**config.mk**
```make
export PLATFORM = sky130hd
export DESIGN_NAME = lut_8x2_writer
export DESIGN_NICKNAME = d
export VERILOG_FILES = /design/src/rtl/lut_pkg.sv /design/src/rtl/lut_8x2_store.sv /design/src/rtl/lut_8x2_writer.sv
export SDC_FILE = /design/constraint.sdc
export NUM_CORES = 1
export LEC_CHECK = 0
export ABC_AREA = 1
export CORE_MARGIN = 8
export CORE_UTILIZATION = 35
export CTS_CLUSTER_SIZE = 40
export DETAILED_ROUTE_END_ITERATION = 6
export SYNTH_ARGS = -nofsm -noshare
export SYNTH_HDL_FRONTEND = slang
export SYNTH_HIERARCHICAL = 1
export SYNTH_SLANG_ARGS = --single-unit
```
**constraint.sdc**
```tcl
create_clock -name clk -period 4.7 [get_ports clk]
set_input_delay 0.94 -clock clk [delete_from_list [all_inputs] [get_ports clk]]
set_output_delay 0.94 -clock clk [all_outputs]
set_load 0.005 [all_outputs]
```
**src/rtl/lut_pkg.sv**
```systemverilog
// Shared constants for the programmable 8-entry lookup table.
// The state encodings stay as plain 2-bit constants so that existing code can keep using them.
package lut_pkg;

  localparam logic [1:0] ST_IDLE  = 2'd0;
  localparam logic [1:0] ST_LOAD  = 2'd1;
  localparam logic [1:0] ST_READY = 2'd2;

  localparam int unsigned LUT_DEPTH = 8;
  localparam int unsigned ADDR_W    = 3;

  // True when the write pointer is on the last table entry.
  function automatic logic is_last_addr(input logic [ADDR_W-1:0] addr);
    return addr == ADDR_W'(LUT_DEPTH - 1);
  endfunction

endpackage

```
**src/rtl/lut_8x2_store.sv**
```systemverilog
// Register array of LUT_DEPTH x WIDTH entries with one write port and a registered read port.
// While ren is low, the read register loads zero instead of array data.
module lut_8x2_store
  import lut_pkg::*;
#(
  parameter int unsigned WIDTH = 2
) (
  input  logic              clk,
  input  logic              reset,
  input  logic              we,
  input  logic [ADDR_W-1:0] waddr,
  input  logic [WIDTH-1:0]  wdata,
  input  logic [ADDR_W-1:0] raddr,
  input  logic              ren,
  output logic [WIDTH-1:0]  rdata
);

  logic [WIDTH-1:0] mem [LUT_DEPTH];

  // A write and a read to the same address in one cycle return the previous contents.
  always_ff @(posedge clk) begin
    if (reset) begin
      for (int unsigned i = 0; i < LUT_DEPTH; i++) begin
        mem[i] <= '0;
      end
      rdata <= '0;
    end else begin
      if (we) begin
        mem[waddr] <= wdata;
      end
      rdata <= ren ? mem[raddr] : '0;
    end
  end

endmodule

```
**src/rtl/lut_8x2_writer.sv**
```systemverilog
// Lookup table with 8 entries that is loaded at runtime over a valid/ready port.
// It serves registered lookups on {A,B,C} after a complete load: OUT[1] = F and OUT[0] = G.
module lut_8x2_writer
  import lut_pkg::*;
#(
  parameter int unsigned WIDTH   = 2,
  parameter int unsigned TIMEOUT = 16
) (
  input  logic             clk,
  input  logic             reset,
  input  logic             load_start,
  input  logic             din_valid,
  input  logic [WIDTH-1:0] din,
  output logic             din_ready,
  input  logic             A,
  input  logic             B,
  input  logic             C,
  output logic [WIDTH-1:0] OUT,
  output logic             programmed,
  output logic [3:0]       load_cnt,
  output logic             err
);

  localparam int unsigned IW = (TIMEOUT < 2) ? 1 : $clog2(TIMEOUT + 1);

  logic [1:0]        state;
  logic [ADDR_W-1:0] ptr;
  logic [IW-1:0]     idle_cnt;
  logic              xfer;
  logic              we;
  logic              timeout_hit;

  assign din_ready   = (state == ST_LOAD);
  assign xfer        = din_valid && din_ready;
  // load_start takes priority over a beat in the same cycle, so that beat is discarded.
  assign we          = xfer && !load_start;
  assign timeout_hit = (TIMEOUT != 0) && !xfer && (idle_cnt == IW'(TIMEOUT - 1));

  always_ff @(posedge clk) begin
    if (reset) begin
      state      <= ST_IDLE;
      ptr        <= '0;
      load_cnt   <= '0;
      idle_cnt   <= '0;
      programmed <= 1'b0;
      err        <= 1'b0;
    end else if (load_start) begin
      state      <= ST_LOAD;
      ptr        <= '0;
      load_cnt   <= '0;
      idle_cnt   <= '0;
      programmed <= 1'b0;
      err        <= 1'b0;
    end else begin
      case (state)
        ST_LOAD: begin
          if (xfer) begin
            ptr      <= ptr + 1'b1;
            load_cnt <= load_cnt + 4'd1;
            idle_cnt <= '0;
            if (is_last_addr(ptr)) begin
              state      <= ST_READY;
              programmed <= 1'b1;
            end
          end else if (timeout_hit) begin
            state    <= ST_IDLE;
            err      <= 1'b1;
            idle_cnt <= '0;
          end else if (idle_cnt != '1) begin
            idle_cnt <= idle_cnt + 1'b1;
          end
        end
        ST_IDLE, ST_READY: begin
        end
        default: begin
          state      <= ST_IDLE;
          programmed <= 1'b0;
        end
      endcase
    end
  end

  lut_8x2_store #(
    .WIDTH(WIDTH)
  ) u_store (
    .clk   (clk),
    .reset (reset),
    .we    (we),
    .waddr (ptr),
    .wdata (din),
    .raddr ({A, B, C}),
    .ren   (programmed),
    .rdata (OUT)
  );

endmodule

```
==> summary.md <==
| Metric | Value |
|---|---|
| Clock transition at the registers of the reported paths | 70 ps |
| Xor-xnor portion of the synthesized cell area | 0% |
| HP Class | flip-flop to flip-flop |
| R2r setup slk | 2990 ps |
| Worst Hold End | load_cnt[2]$_SDFFE_PP0N_ |
| Result of the run | finished clean |
| Arrival time reported for the critical path endpoint | between 2000 and 2500 ps |
| Commonest cells after routing, fill and taps aside | nand2_1, nor2_1, inv_1 |
| Classification of the worst setup path | input pin to flip-flop |
| Number of distinct library cells after synthesis | 23 |
| Largest family of logic cells by synthesized area | simple AND/OR/NAND/NOR gates |
| Vias in the first global route | 1365 |
| Number of buffers between clock root and the deepest sink | 2 |
| Combinational Power Share | 9.1% |
| Total global-route track usage | about a tenth |
| Setup ws final | ~2300 ps |
| Fraction of power spent switching nets | 23.5% |
| Total via count after detailed routing | 1376 |
| Cell depth of the worst hold path | 2 |
| Wire length of the first global-routing pass | between 5000 and 6000 um |
| Per-cell routed wire length | 10.2 um |
| Sequential-to-total area share from yosys stat | between 40 and 50% |
| Initial antenna violation count | 0 |
| Number of register bits inferred by synthesis | 34 |
| Power per cell area | approximately 280 mW/mm2 |
| Most common library cell in the layout ignoring fill and taps | nand2_1 |
| Syn Area/Cell | 7.81 um2 |
| Last weighted congestion value of the routability-driven placer | between 0.7 and 0.8 |
| Worst hold slack after final layout | between 400 and 500 ps |
| Slew at the pin closest to its max-slew limit | 369 ps |
| TritonCTS sink count | 34 |
| Buffers on Ports | 17 |
| Die area | between 0.007 and 0.008 mm2 |
| Switching Power | ~130 uW |
| Number of diodes added for antenna fixing | 0 |
| Multiplexer area fraction after synthesis | 0% |
| Net count after synthesis | about 240 |
| FF-to-FF Start | state[1]$_SDFFE_PP0P_ |
| Final count of pins violating max slew | 0 |
| Hold Violations, Final | 0 |
| Net count of the finished layout | 257 |
| Maximum number of pins on one net before global-route repair | 12 |
| Initial core utilization | 36.4% |
| Sum of routed wire length over all layers | around 3200 um |
| Total overflow reported by the global router | 0 |
| Number of DRC violations after detailed-routing iteration 0 | 34 |
| Portion of the clock cycle consumed by the worst path in the final layout | roughly 51% |
| Final setup vio count | 0 |
| Post-DR vias/cell | about 4.4 |
| CP max FO | 11 |
| Clock insertion delay at the later pin of the skew report | 280 ps |
| # IOs | 18 |
| Cell count after synthesis | between 200 and 250 |
| Length in cells of the worst reg-to-reg path | 7 |
| Fraction of layout instances using a drive strength above 1 | between 10% and 20% |
| Worst-case setup slack after placement | just over 2000 ps |
| Number of synthesis warnings | 6 |
| Detailed Place HPWL | between 2000 and 2500 um |
| Cell area after synthesis | roughly 0.0017 mm2 |
| Count of standard-cell rows | 25 |
| Number of buffers created by CTS | 5 |
| Clock period minus worst slack | roughly 2400 ps |
| Clock network fraction of total power | about a third |
| Detailed Routing Iterations Pass 1 | 4 |
| Adder-cell share of the synthesized area | about 2.9% |
| Area Growth Syn to Fin | 17.9% |
| Simple logic cell fraction of the synthesized area | between 30% and 40% |
| Req. time, crit path | ~4700 ps |
| Die boundary height | between 80 and 90 um |
| Relative contribution of sequential cells to total power | between 50 and 60% |
| Cell at the root of the clock tree | clkbuf_8 |
| FF-to-FF End | u_store/mem[5][0]$_SDFFCE_PN0P_ |
| Count of maximum capacitance violations | 0 |
| Internal power consumption | roughly 440 uW |
| Remaining routing DRC violations | 0 |
| Leakage dissipation | 0.000878 uW |
| Startpoint type of the worst setup path | input pin |
| Post-synthesis compound-gate area fraction | under 10% |
| Largest vdd supply drop | about 0.00019 V |
| Launch point of the worst hold path | load_cnt[2]$_SDFFE_PP0N_ |
| Post_cts resized | 0 |
| Post CTS Setup Buffer Count | 0 |
| Setup Skew | 6.26 ps |
| Hold buffer count at CTS | 0 |
| FMAX | approximately 420 MHz |
| TritonCTS clock tree | yes |
| Horizontal extent of the die | around 86 um |
| Headroom to the max-slew limit | between 70% and 80% |
| Core area | between 0.004 and 0.005 mm2 |
| Crit. End Element | flip-flop |
| DRT antenna net count | 0 |
| Number of H-tree levels | 2 |
| Sum of negative setup slack | 0 ps |
| Setup repair after global routing missed its margin | no |
cell type report:
cell class / count / area, um2
clock buffer: 5 / 68.8
fill: 515 / 2710
tap: 67 / 83.8
timing repair buffer: 17 / 170
inverter: 37 / 145
multi-input combinational: 149 / 724
clock inverter: 2 / 10.0
sequential: 34 / 841
flip-flops by register name, summed over array words and instances (netlist names):
signal / count
load_cnt: 4
err: 1
state: 2
ptr: 3
u_store/mem: 16
programmed: 1
u_store/rdata: 2
idle_cnt: 5
worst max-delay path by stage:
| stage | to | cells after the start | slack, ps | start |
|---|---|---|---|---|
| 4_1_cts | u_store/mem[5][1]$_SDFFCE_PN0P_ | 7 | 2300 | din_valid |
| 3_3_place_gp | u_store/mem[1][0]$_SDFFCE_PN0P_ | 7 | 2050 | din_valid |
| 3_5_place_dp | u_store/mem[5][0]$_SDFFCE_PN0P_ | 7 | 2020 | din_valid |
| 2_1_floorplan | u_store/mem[1][0]$_SDFFCE_PN0P_ | 7 | 2740 | din_valid |
| 5_1_grt | u_store/mem[7][0]$_SDFFCE_PN0P_ | 7 | 2190 | din_valid |
| 6_report | u_store/mem[5][0]$_SDFFCE_PN0P_ | 7 | 2300 | din_valid |
Yosys cell counts:
library cell	count	area [um2]
inv_6	1	8.76
nand3b_1	1	7.51
nand2_4	1	11.3
a31oi_1	1	6.26
clkinv_2	1	5.00
inv_2	1	3.75
a21oi_1	10	50.1
ha_1	4	50.1
nand3_1	16	80.1
nor2_4	4	45.0
nand2_1	45	169
dfxtp_1	18	360
nor2_1	42	158
o21ai_1	2	10.0
and2_1	1	6.26
o21ai_0	4	20.0
nand4_1	1	6.26
inv_1	34	128
nor2_2	4	25.0
buf_6	2	22.5
nor3_1	1	5.00
edfxtp_1	16	480
nand2_2	12	75.1
critical path, cell delays in order:
cell and delay, ps:
clkdlybuf4s50_1 590, nand2_2 200, nor2_1 230, nand2_4 90, nor2_4 150, nand2_2 80
nand2_1 100
through the flow:
step                      utilization [%]  instance area, um2  instances  total power (uW)
after floorplan                         -                1730        222               361
after global placement               41.3                1960        304               379
after detailed placement             41.3                1960        304               379
after CTS                            43.0                2040        311               576
after global routing                 43.0                2040        311               598
final                                43.0                2040        311               569
power by group through the flow:
stage          Combinational (uW)  Clock (uW)  Sequential, uW
2_1_floorplan                35.2           0             326
3_3_place_gp                 52.0           0             327
6_report                     51.9         197             320
5_1_grt                      59.5         218             321
3_5_place_dp                 52.2           0             327
4_1_cts                      52.7         203             320
routing by layer:
layer,vias up,global-route usage (%),share of wire (%),wire length (um)
met4,0,4.69,1.3,41
li1,737,-,-,-
met5,-,0,0,0
met1,610,10.0,46,1460
met2,24,16.0,47,1500
met3,5,3.50,5.2,164
logic make-up after synthesis:
logic type / count (synthesis)
buffers and inverters: 39
AO/OA/AOI/OAI: 17
flip-flops: 34
AND/OR/NAND/NOR: 128
adder cells (fa/ha/maj): 4
Note: power is estimated with default switching activity, not from simulation.
